--- config.mk ---
export PLATFORM = sky130hd
export DESIGN_NAME = adc_capture_ctrl
export DESIGN_NICKNAME = d
export VERILOG_FILES = /design/src/rtl/adc_capture_ctrl.sv
export SDC_FILE = /design/constraint.sdc
export NUM_CORES = 1
export LEC_CHECK = 0
export BUFFER_PORTS_ARGS = -buffer_cell sky130_fd_sc_hd__clkbuf_2
export CELL_PAD_IN_SITES_DETAIL_PLACEMENT = 0
export CELL_PAD_IN_SITES_GLOBAL_PLACEMENT = 1
export CORE_MARGIN = 2
export CORE_UTILIZATION = 47
export CTS_BUF_LIST = sky130_fd_sc_hd__clkbuf_4 sky130_fd_sc_hd__clkbuf_8 sky130_fd_sc_hd__clkbuf_16
export DETAILED_ROUTE_END_ITERATION = 16
export GPL_ROUTABILITY_DRIVEN = 1
export PLACE_DENSITY_LB_ADDON = 0.1
export SLEW_MARGIN = 15
export SYNTH_ARGS = -nofsm -noshare
export SYNTH_HDL_FRONTEND = slang
export SYNTH_SLANG_ARGS = --single-unit
--- constraint.sdc ---
create_clock -name aclk -period 8.1 [get_ports aclk]
set_input_delay 1.215 -clock aclk [delete_from_list [all_inputs] [get_ports aclk]]
set_output_delay 1.215 -clock aclk [all_outputs]
set_load 0.01 [all_outputs]
--- src/rtl/adc_capture_ctrl.sv ---
// ADC acquisition sequencer: pre-trigger, armed and post-trigger forwarding with a single holding register.
// Optional build macro ADC_CAPTURE_EXT_TRIG_EN adds a synchronised external trigger input.
module adc_capture_ctrl #(
    parameter int CNT_WIDTH = 32
) (
    input  logic                 aclk,
    input  logic                 aresetn,
    input  logic                 s_axis_tvalid,
    input  logic [31:0]          s_axis_tdata,
    output logic                 m_axis_tvalid,
    input  logic                 m_axis_tready,
    output logic [31:0]          m_axis_tdata,
    output logic                 m_axis_tlast,
    input  logic                 arm,
    input  logic                 abort,
    input  logic [15:0]          trig_level,
    input  logic                 trig_falling,
    input  logic [CNT_WIDTH-1:0] pre_len,
    input  logic [CNT_WIDTH-1:0] post_len,
`ifdef ADC_CAPTURE_EXT_TRIG_EN
    input  logic                 ext_trig,
`endif
    output logic                 busy,
    output logic                 done,
    output logic                 overflow,
    output logic [CNT_WIDTH-1:0] trig_pos
);

    localparam logic [2:0] ST_IDLE  = 3'd0;
    localparam logic [2:0] ST_PRE   = 3'd1;
    localparam logic [2:0] ST_ARMED = 3'd2;
    localparam logic [2:0] ST_POST  = 3'd3;
    localparam logic [2:0] ST_DONE  = 3'd4;

    localparam logic [CNT_WIDTH-1:0] CNT_ONE = CNT_WIDTH'(1);

    logic [2:0]            state_q, state_d;
    logic [CNT_WIDTH-1:0]  sample_cnt_q, sample_cnt_d;
    logic [CNT_WIDTH-1:0]  post_cnt_q, post_cnt_d;
    logic [CNT_WIDTH-1:0]  trig_pos_q, trig_pos_d;
    logic signed [15:0]    prev_q;
    logic                  first_q, first_d;
    logic                  overflow_q, overflow_d;
    logic                  tvalid_q, tvalid_d;
    logic                  tlast_q, tlast_d;
    logic [31:0]           tdata_q, tdata_d;

    logic                  fwd, fwd_last, level_hit, trig_ext;
    logic signed [15:0]    cur_s, level_s;

    assign cur_s   = s_axis_tdata[15:0];
    assign level_s = trig_level;

    always_comb begin
        if (trig_falling) level_hit = (prev_q >= level_s) && (cur_s < level_s);
        else              level_hit = (prev_q < level_s) && (cur_s >= level_s);
    end

`ifdef ADC_CAPTURE_EXT_TRIG_EN
    // Two flops for metastability, third flop holds the previous synchronised level for edge detection.
    logic [2:0] ext_sync_q;
    always_ff @(posedge aclk or negedge aresetn) begin
        if (!aresetn) ext_sync_q <= 3'b000;
        else          ext_sync_q <= {ext_sync_q[1:0], ext_trig};
    end
    assign trig_ext = ext_sync_q[1] & ~ext_sync_q[2];
`else
    assign trig_ext = 1'b0;
`endif

    always_comb begin
        state_d      = state_q;
        sample_cnt_d = sample_cnt_q;
        post_cnt_d   = post_cnt_q;
        trig_pos_d   = trig_pos_q;
        first_d      = first_q;
        overflow_d   = overflow_q;
        fwd          = 1'b0;
        fwd_last     = 1'b0;
        if (abort && state_q != ST_IDLE) begin
            state_d = ST_IDLE;
        end else begin
            case (state_q)
                ST_IDLE, ST_DONE: begin
                    if (arm) begin
                        state_d      = (pre_len == '0) ? ST_ARMED : ST_PRE;
                        sample_cnt_d = '0;
                        overflow_d   = 1'b0;
                        first_d      = 1'b1;
                    end
                end
                ST_PRE: begin
                    if (s_axis_tvalid) begin
                        fwd          = 1'b1;
                        sample_cnt_d = sample_cnt_q + CNT_ONE;
                        if (sample_cnt_q + CNT_ONE == pre_len) state_d = ST_ARMED;
                    end
                end
                ST_ARMED: begin
                    if (s_axis_tvalid) begin
                        fwd          = 1'b1;
                        sample_cnt_d = sample_cnt_q + CNT_ONE;
                        first_d      = 1'b0;
                        // prev only becomes meaningful for the level trigger after one ARMED sample.
                        if (trig_ext || (level_hit && !first_q)) begin
                            trig_pos_d = sample_cnt_q;
                            post_cnt_d = CNT_ONE;
                            if (post_len <= CNT_ONE) begin
                                fwd_last = 1'b1;
                                state_d  = ST_DONE;
                            end else begin
                                state_d  = ST_POST;
                            end
                        end
                    end
                end
                ST_POST: begin
                    if (s_axis_tvalid) begin
                        fwd        = 1'b1;
                        post_cnt_d = post_cnt_q + CNT_ONE;
                        if (post_cnt_q + CNT_ONE >= post_len) begin
                            fwd_last = 1'b1;
                            state_d  = ST_DONE;
                        end
                    end
                end
                default: state_d = ST_IDLE;
            endcase
        end
    end

    // Single holding register: a new beat overwrites an unaccepted one and flags overflow.
    always_comb begin
        tvalid_d = tvalid_q;
        tlast_d  = tlast_q;
        tdata_d  = tdata_q;
        if (fwd) begin
            tvalid_d = 1'b1;
            tlast_d  = fwd_last;
            tdata_d  = s_axis_tdata;
        end else if (tvalid_q && m_axis_tready) begin
            tvalid_d = 1'b0;
            tlast_d  = 1'b0;
        end
    end

    always_ff @(posedge aclk or negedge aresetn) begin
        if (!aresetn) begin
            state_q      <= ST_IDLE;
            sample_cnt_q <= '0;
            post_cnt_q   <= '0;
            trig_pos_q   <= '0;
            prev_q       <= '0;
            first_q      <= 1'b0;
            overflow_q   <= 1'b0;
            tvalid_q     <= 1'b0;
            tlast_q      <= 1'b0;
            tdata_q      <= '0;
        end else begin
            state_q      <= state_d;
            sample_cnt_q <= sample_cnt_d;
            post_cnt_q   <= post_cnt_d;
            trig_pos_q   <= trig_pos_d;
            first_q      <= first_d;
            overflow_q   <= (fwd && tvalid_q && !m_axis_tready) ? 1'b1 : overflow_d;
            tvalid_q     <= tvalid_d;
            tlast_q      <= tlast_d;
            tdata_q      <= tdata_d;
            if (s_axis_tvalid) prev_q <= cur_s;
        end
    end

    assign m_axis_tvalid = tvalid_q;
    assign m_axis_tdata  = tdata_q;
    assign m_axis_tlast  = tlast_q;
    assign busy          = (state_q == ST_PRE) || (state_q == ST_ARMED) || (state_q == ST_POST);
    assign done          = (state_q == ST_DONE);
    assign overflow      = overflow_q;
    assign trig_pos      = trig_pos_q;

endmodule

==> After elaboration in Yosys (flattened, before gate mapping) <==
Index checks and enable logic that the tools add are counted.
{ "word_totals": {"reg_bits": 151, "elab_cells": 105} }
{ "classes": {"addsub": 2, "order_cmp": 6, "eq_ne": 18, "mux": 39, "bitwise": 1, "n_reduce_logical": 29} }
{ "ops": {"columns": ["operator", "n"], "rows": [
  ["$mux 32", 5],
  ["$pmux 32 s2", 2],
  ["$add 32x1->32 const B", 2],
  ["$eq 32x32->1", 1],
  ["$ge 16x16->1", 2],
  ["$ge 32x32->1", 1],
  ["$le 32x1->1 const B", 1],
  ["$logic_not 32->1", 1],
  ["$lt 16x16->1", 2],
  ["$mux 3", 9],
  ["$ne 3x3->1 const B", 7],
  ["$mux 1", 19],
  ["$pmux 3 s4", 1],
  ["$reduce_and 4->1", 3],
  ["$reduce_bool 2->1", 6],
  ["$ne 2x2->1 const B", 4],
  ["$logic_and 1x1->1", 7],
  ["$reduce_and 7->1", 1],
  ["$eq 3x2->1 const B", 2],
  ["$reduce_and 5->1", 1],
  ["$ne 2x1->1 const B", 2],
  ["$pmux 1 s2", 2],
  ["$reduce_or 2->1", 2],
  ["$eq 3x1->1 const B", 1],
  ["9 further kinds", 11]
]} }

==> Logic depth before layout (Yosys ltp) <==
Gate-level depths: netlist of the first run.
{ "depth": {"ltp_word": 9, "mapped_depth": 17, "mapped_depth_nobuf": 16} }

==> Least setup slack after synthesis of the first run <==
No wires, ideal clock.
{ "synth_path": {"kind": "input -> register", "from": "in trig_level[15]", "to": "reg post_cnt_q[30]", "setup_time_ns": 0.131, "arrival_ns": 3.643, "required_time_ns": 7.969, "path_slack_ns": 4.325, "cell_stages": 12, "path_cell_list": "inv_1 > ha_1 > nand4_2 > nor4_1 > o21ai_1 > a31o_1 > a221o_1 > or2_1 > a311o_2 > buf_6 > o21ai_1 > o31ai_1"} }
{ "synth_via": {"elab_chain_len": 6, "word_cells_on_any_way": 10, "cone_classes": "order compare: 4; eq/ne: 1; mux: 1; reduce/logical: 4"} }
{ "synth_lines": {"columns": ["element", "line_no", "text"], "rows": [
  ["start: declaration", "16", "input logic [15:0] trig_level,"],
  ["$lt 16x16->1 (tied with other cells)", "56", "else level_hit = (prev_q < level_s) && (cur_s >= level_s);"],
  ["$logic_and 1x1->1, on equally long branches", "56, 55", null],
  ["$mux 1 *", "55", "if (trig_falling) level_hit = (prev_q >= level_s) && (cur_s < level_s);"],
  ["$logic_and 1x1->1 *", "105", "if (trig_ext || (level_hit && !first_q)) begin"],
  ["$ne 2x2->1 (no line) *", null, null],
  ["$reduce_and 5->1 (no line) *", null, null],
  ["end signal: assignment", "162", "post_cnt_q <= post_cnt_d;"],
  ["end: declaration", "39", "logic [CNT_WIDTH-1:0] post_cnt_q, post_cnt_d;"]
]} }
Every way passes the cells marked *; elsewhere a longest branch is shown, timed or not.
A chain may end at the register's enable or synchronous reset.

==> Worst setup path after layout of the first run <==
{ "layout_path": {"from": "reg post_cnt_q[2]", "to": "reg state_q[1]"} }
{ "layout_via": {"elab_chain_len": 4} }
{ "layout_lines": {"columns": ["element", "line_no", "text"], "rows": [
  ["$add 32x1->32", "121", "if (post_cnt_q + CNT_ONE >= post_len) begin"],
  ["$ge 32x32->1", "121", null],
  ["$ne 3x3->1 (no line)", null, null],
  ["$reduce_and 7->1 (no line)", null, null],
  ["end signal: assignment", "160", "state_q <= state_d;"],
  ["end: declaration", "37", "logic [2:0] state_q, state_d;"]
]} }
Every way passes these cells.

==> impl_metrics.tcl, run 1 <==
set metrics [dict create \
    worst_slew_pin_slew_ns 1.03 \
    synth_warnings 0 \
    multiInputGateArea_um2 5460 \
    status "completed" \
    max_freq_mhz 238 \
    synthTopCellsByCount "dfrtp_1 (151), ha_1 (66), inv_1 (65), nand2_1 (55), nor2_1 (51)" \
    endpoint_kind "register" \
    postCtsResizedCells 0 \
    p_leak_nw 5.61 \
    grt_max_degree 81 \
    grt_pass1_vias 8018 \
    hp-class "reg -> reg" \
    critical_path_required_ns 8.47 \
    routed_wl_um 25200 \
    synth_ff_type "dfrtp_1" \
    worst_r2r_startpoint "post_cnt_q[2]" \
    hpwlAfterDp_um 18600 \
    grt_pass1_wl_um 41300 \
    r2r_end "state_q[1]" \
    ant_nets 0 \
    p_per_area_nw_per_um2 212 \
    startpoint_type "register" \
    viasPerCell 5.69 \
    r2r_slack_ns 3.90 \
    synth_top_family_by_area "simple AND/OR/NAND/NOR gates" \
    synth_compound_area_share_pct 15.9 \
    synth-adder-area-share_pct 8.51 \
    initial_core_util_pct 47.9 \
    htreeDepth 4 \
    crit_type "reg -> reg" \
    via_count 8208 \
    syn_to_final_growth_pct 18.0 \
    fp.dieArea_um2 21800 \
    crit_end "state_q[1]" \
    yosysSeqAreaShare_pct 39.0 \
    design.core.area_um2 20200 \
    synth_top_area_share_pct 39.0 \
    num_rows 52 \
    cts_tree "done" \
    num-nets-final 1343 \
    io_buffers 187 \
    post_cts_buffers 0 \
    synthXorXnorAreaFrac_pct 6.41 \
    power_mw 2.43 \
    reg2reg_depth 16 \
    clk_pin_slew_ns 0.07 \
    synth_nets 1179 \
    report.final.slew_viol_count 0 \
    overflow 0 \
    place.gp.congestion 0.869 \
    io_pins 188 \
    hold_viol_final 0 \
    whs_ns 0.492 \
    syn-cell-area_um2 9700 \
    synthArstFlopShare_pct 100 \
    grt_usage_pct 23.6 \
    cp_max_fo 7 \
    post_drt_wl_per_cell_um 17.5 \
    seq_area_um2 3780 \
    synthCells 994 \
    fill_cells 1867 \
    maxCapViolCount 0 \
    period_minus_slack_ns 4.20 \
    cts-root-buf "clkbuf_16" \
    die_w_um 148 \
    clock_path_buffers 2 \
    drtIter0Drc 538 \
    cts_buffers 17 \
    ys_ff_latch 151 \
    yosysUniqueCellTypes 74 \
    muxShareOfSynthArea_pct 9.38 \
    synth_area_per_cell_um2 9.76 \
    drc_errors 0 \
    fin_setup_tns_ns 0 \
    skew_ns 0.0109 \
    setup_viol 0 \
    yosysMostFrequentCell "dfrtp_1" \
    grt_setup_unrepaired "false" \
    setup.worst_path.start "post_cnt_q[2]" \
    antenna_found_initial 1 \
    layout-drive-gt1-share_pct 24.9 \
    worstPathArrival_ns 4.57 \
    dr.pass1.iters 5 \
    synth_top_cell_by_area "dfrtp_1" \
    cts_hold_buf 0 \
    whs_path_depth 1 \
    insertion_delay_ns 0.43 \
    die-height_um 148 \
    ir_drop_mv 0.152 \
    max_slew_margin_pct 31.5 \
    synth_edf_count 0 \
    cts_sinks 151 \
    synthTopCellsByArea "dfrtp_1 (39%), ha_1 (8.5%), mux2_2 (5.5%), xnor2_1 (4.4%), mux2_1 (3.7%)" \
    synthSimpleGateAreaFrac_pct 16.0 \
    period_share_pct 51.9 \
]
## state kept, by name, indices dropped and copies added, names as in the netlist
name,flops
m_axis_tvalid,1
first_q,1
post_cnt_q,32
prev_q,16
m_axis_tdata,32
trig_pos,32
m_axis_tlast,1
state_q,3
sample_cnt_q,32
overflow,1
## final cells by class
cell class / instances / area share, %
Multi-Input combinational cell: 729 / 47.7
Sequential cell: 151 / 33.0
Timing Repair Buffer: 194 / 8.69
Clock buffer: 17 / 3.72
Tap cell: 270 / 2.95
Inverter: 65 / 2.13
Clock inverter: 15 / 1.76
Antenna cell: 1 / 0.0219
## kinds of logic after synthesis
| family | count (synthesis) |
|---|---|
| buffers and inverters | 114 |
| flip-flops | 151 |
| AO/OA/AOI/OAI | 224 |
| AND/OR/NAND/NOR | 287 |
| adder cells (fa/ha/maj) | 66 |
| multiplexers | 81 |
| XOR/XNOR | 71 |
## routing by layer
layer  part of all wire [%]  track usage, %
met1                     46            32.5
met2                     48            39.1
met3                    4.7            3.36
met4                    1.4            6.44
met5                      0               0
## through the flow
step | area, µm² | std cells | setup WS (ns) | utilization, %
2_1_floorplan | 9700 | 994 | 4.33 | -
3_3_place_gp | 10800 | 1409 | 3.92 | 53.4
3_5_place_dp | 10800 | 1409 | 3.88 | 53.4
4_1_cts | 11400 | 1441 | 3.90 | 56.5
5_1_grt | 11400 | 1442 | 3.40 | 56.5
6_report | 11400 | 1442 | 3.90 | 56.5
## worst max-delay path: stages (launching register included)
cell	delay (ns)
dfrtp_1	0.45
and4_1	0.31
nand4_1	0.26
nor3_2	0.42
nand3_1	0.23
nor3_1	0.39
nand2_1	0.16
xnor2_1	0.21
ha_1	0.28
a21o_1	0.18
a21o_1	0.17
a2111oi_0	0.39
o21ai_0	0.15
nand2b_1	0.11
a21boi_1	0.13
nor3b_1	0.20
a21o_1	0.10
## cells in the final DEF, fill, tap and decap left out, types with 6 or more instances in the layout
cell type  count
nor4_1        22
xor2_1        22
mux2_2        47
ha_1          66
xnor2_1       49
buf_4          7
inv_6          7
clkbuf_16     17
o31ai_1       23
o21ai_1       17
mux2_1        32
nor2_1        51
nand3_1       38
a32o_1        22
and3_1        14
and2_1        12
o2111ai_1      7
nand2b_1       8
dfrtp_1      151
clkbuf_2     186
inv_1         65
nand4_1       36
nor2b_1        6
o21ai_0       48
nand2_1       55
a31oi_1       10
nor3_1        14
a21o_1        21
a21oi_1       33
## where the power goes
group          switching, mW  total [mW]  internal, mW  leakage [nW]
combinational          0.360       0.630         0.269          3.32
clock                  0.366       0.865         0.499         0.306
sequential            0.0689       0.931         0.863          1.99
## how the worst min path moves through the flow
stage	from	to	slack, ns
2_1_floorplan	post_cnt_q[31]	post_cnt_q[31]	0.47
3_3_place_gp	trig_pos[0]	trig_pos[0]	0.47
3_5_place_dp	trig_pos[8]	trig_pos[8]	0.48
4_1_cts	trig_pos[18]	trig_pos[18]	0.50
5_1_grt	trig_pos[5]	trig_pos[5]	0.51
6_report	trig_pos[18]	trig_pos[18]	0.49
(Power assumes the default switching activity.)
==> run 2: changes to the inputs <==
--- a/config.mk
+++ b/config.mk
@@ -9,7 +9,7 @@
 export CELL_PAD_IN_SITES_DETAIL_PLACEMENT = 0
 export CELL_PAD_IN_SITES_GLOBAL_PLACEMENT = 1
 export CORE_MARGIN = 2
-export CORE_UTILIZATION = 47
+export CORE_UTILIZATION = 39
 export CTS_BUF_LIST = sky130_fd_sc_hd__clkbuf_4 sky130_fd_sc_hd__clkbuf_8 sky130_fd_sc_hd__clkbuf_16
 export DETAILED_ROUTE_END_ITERATION = 16
 export GPL_ROUTABILITY_DRIVEN = 1
==> constraint.sdc (replaced) <==
create_clock -name aclk -period 3.8 [get_ports aclk]
set_input_delay 0.57 -clock aclk [delete_from_list [all_inputs] [get_ports aclk]]
set_output_delay 0.57 -clock aclk [all_outputs]
set_load 0.01 [all_outputs]
==> run 2 against run 1 <==
Effect of this change:
- fmax increased by 18%
- first-iteration DRC count down 18%
- flip-flop and latch count unchanged
- cell area is 2.4% higher
- clock skew up 0.0074 ns
==> impl_metrics.tcl, run 2 (same netlist as run 1, synthesis figures left out) <==
set metrics [dict create \
    status "completed" \
    cts_sinks 151 \
    power_switching_mw 1.74 \
    io_pins 188 \
    viasPerCell 5.41 \
    die_w_um 162 \
    layout-drive-gt1-share_pct 26.7 \
    num-nets-final 1365 \
    diodes 0 \
    syn_to_final_growth_pct 20.8 \
    final_cell_mix "clkbuf_2 (186), dfrtp_1 (151), ha_1 (66), inv_1 (65), nand2_1 (55)" \
    io_buffers 187 \
    p_leak_nw 5.76 \
    ir_drop_mv 0.254 \
    place.gp.congestion 0.810 \
    final_util_pct 48.0 \
    hp-class "in -> async" \
    via_count 8200 \
    overflow 0 \
    cts-root-buf "clkbuf_16" \
    antenna_found_initial 1 \
    maxCapViolCount 0 \
    post_drt_wl_per_cell_um 17.4 \
    switching_share_pct 34.0 \
    grt_usage_pct 20.5 \
    report.final.slew_viol_count 0 \
    worstPathArrival_ns 3.91 \
    cts_buffers 17 \
    initial_core_util_pct 39.8 \
    hpwlAfterDp_um 19900 \
    layout_commonest_cell "clkbuf_2" \
    placed_area_um2 11100 \
    reg2reg_depth 16 \
    clk_pin_slew_ns 0.08 \
    fp.dieArea_um2 26100 \
    r2r_end "state_q[1]" \
    cts_hold_buf 0 \
    setup_viol 0 \
    max_slew_margin_pct 48.2 \
    grt_pass1_vias 7924 \
    period_share_pct 93.4 \
    crit_type "reg -> reg" \
    insertion_delay_ns 0.43 \
    max_freq_mhz 282 \
    worst_r2r_startpoint "post_cnt_q[3]" \
    ant_nets 0 \
    drc_errors 0 \
    worst_slew_pin_slew_ns 0.778 \
    combPwrFrac_pct 27.1 \
    critical_path_required_ns 4.15 \
    htreeDepth 4 \
    drtIter0Drc 440 \
    p_per_area_nw_per_um2 438 \
    die-height_um 162 \
    clockPowerShare_pct 34.2 \
    power_mw 5.13 \
    skew_ns 0.0183 \
    final_cells 1517 \
    final_cell_area_um2 11700 \
    startpoint_type "register" \
    internal-power_mw 3.38 \
    dp_cells 1484 \
    fill_cells 2405 \
    grt_max_degree 63 \
    cp_max_fo 5 \
    num_rows 57 \
    routed_wl_um 26400 \
    period_minus_slack_ns 3.55 \
    hold_viol_final 0 \
    grt_pass1_wl_um 42700 \
    post-place-ws_ns 0.115 \
    endpoint_kind "register" \
    r2r_slack_ns 0.25 \
    design.core.area_um2 24400 \
    cts_tree "done" \
    fin_ws_ns 0.249 \
    dr.pass1.iters 5 \
    clock_path_buffers 2 \
    seq_power_share_pct 38.7 \
]
[run 2: area by class of cell]
type	count	area (µm²)	area share, %
clock buffers	17	425	3.63
clock inverters	15	181	1.55
inverters	65	244	2.08
multi-input cells	729	5500	46.9
flip-flops and latches	151	3780	32.3
well taps	324	405	3.46
repair buffers	216	1180	10.1
[run 2: power groups by stage]
stage / clock network [mW] / logic (mW) / registers (mW)
after floorplan: 0 / 0.763 / 2.07
after global placement: 0 / 1.39 / 2.01
after detailed placement: 0 / 1.40 / 2.02
after CTS: 1.81 / 1.40 / 1.99
after global routing: 1.87 / 1.53 / 2.02
final: 1.75 / 1.39 / 1.99
[run 2: what timing repair did]
action / CTS / global route
setup endpoints to repair: 0 / 4
resized for setup: 0 / 10
setup buffers: 0 / 1
[run 2: through the flow]
stage               TNS [ns]  hold slack (ns)
floorplan                  0            0.274
global placement           0            0.475
detailed placement         0            0.480
CTS                        0            0.110
global route          -0.114            0.133
finish                     0           0.0914
[run 2: worst max-delay path by stage]
stage,slack [ns],endpoint,start,cells after the start
after floorplan,0.32,state_q[1],post_cnt_q[2],16
after global placement,0.20,state_q[1],post_cnt_q[3],16
after detailed placement,0.12,state_q[1],post_cnt_q[3],16
after CTS,0.07,state_q[1],post_cnt_q[3],16
after global routing,-0.05,state_q[0],post_cnt_q[8],14
final,0.25,state_q[1],post_cnt_q[3],16
[run 2: critical path: stages (launching register included)]
cell	delay, ns
dfrtp_1	0.39
and4_2	0.29
nand4_1	0.18
nor3_4	0.29
nand3_2	0.15
nor3_4	0.26
nand2_1	0.12
xnor2_1	0.15
ha_1	0.29
a21o_1	0.18
a21o_1	0.17
a2111oi_1	0.38
o21ai_1	0.13
nand2b_1	0.14
a21boi_2	0.10
nor3b_2	0.17
a21o_1	0.10
[run 2: routing by layer]
layer,vias to the layer above,track usage (%),part of all wire [%]
met2,165,34.3,48
met3,18,3.27,3.8
li1,4056,-,-
met4,2,4.42,0.90
met5,-,0,0.045
met1,3959,28.2,47
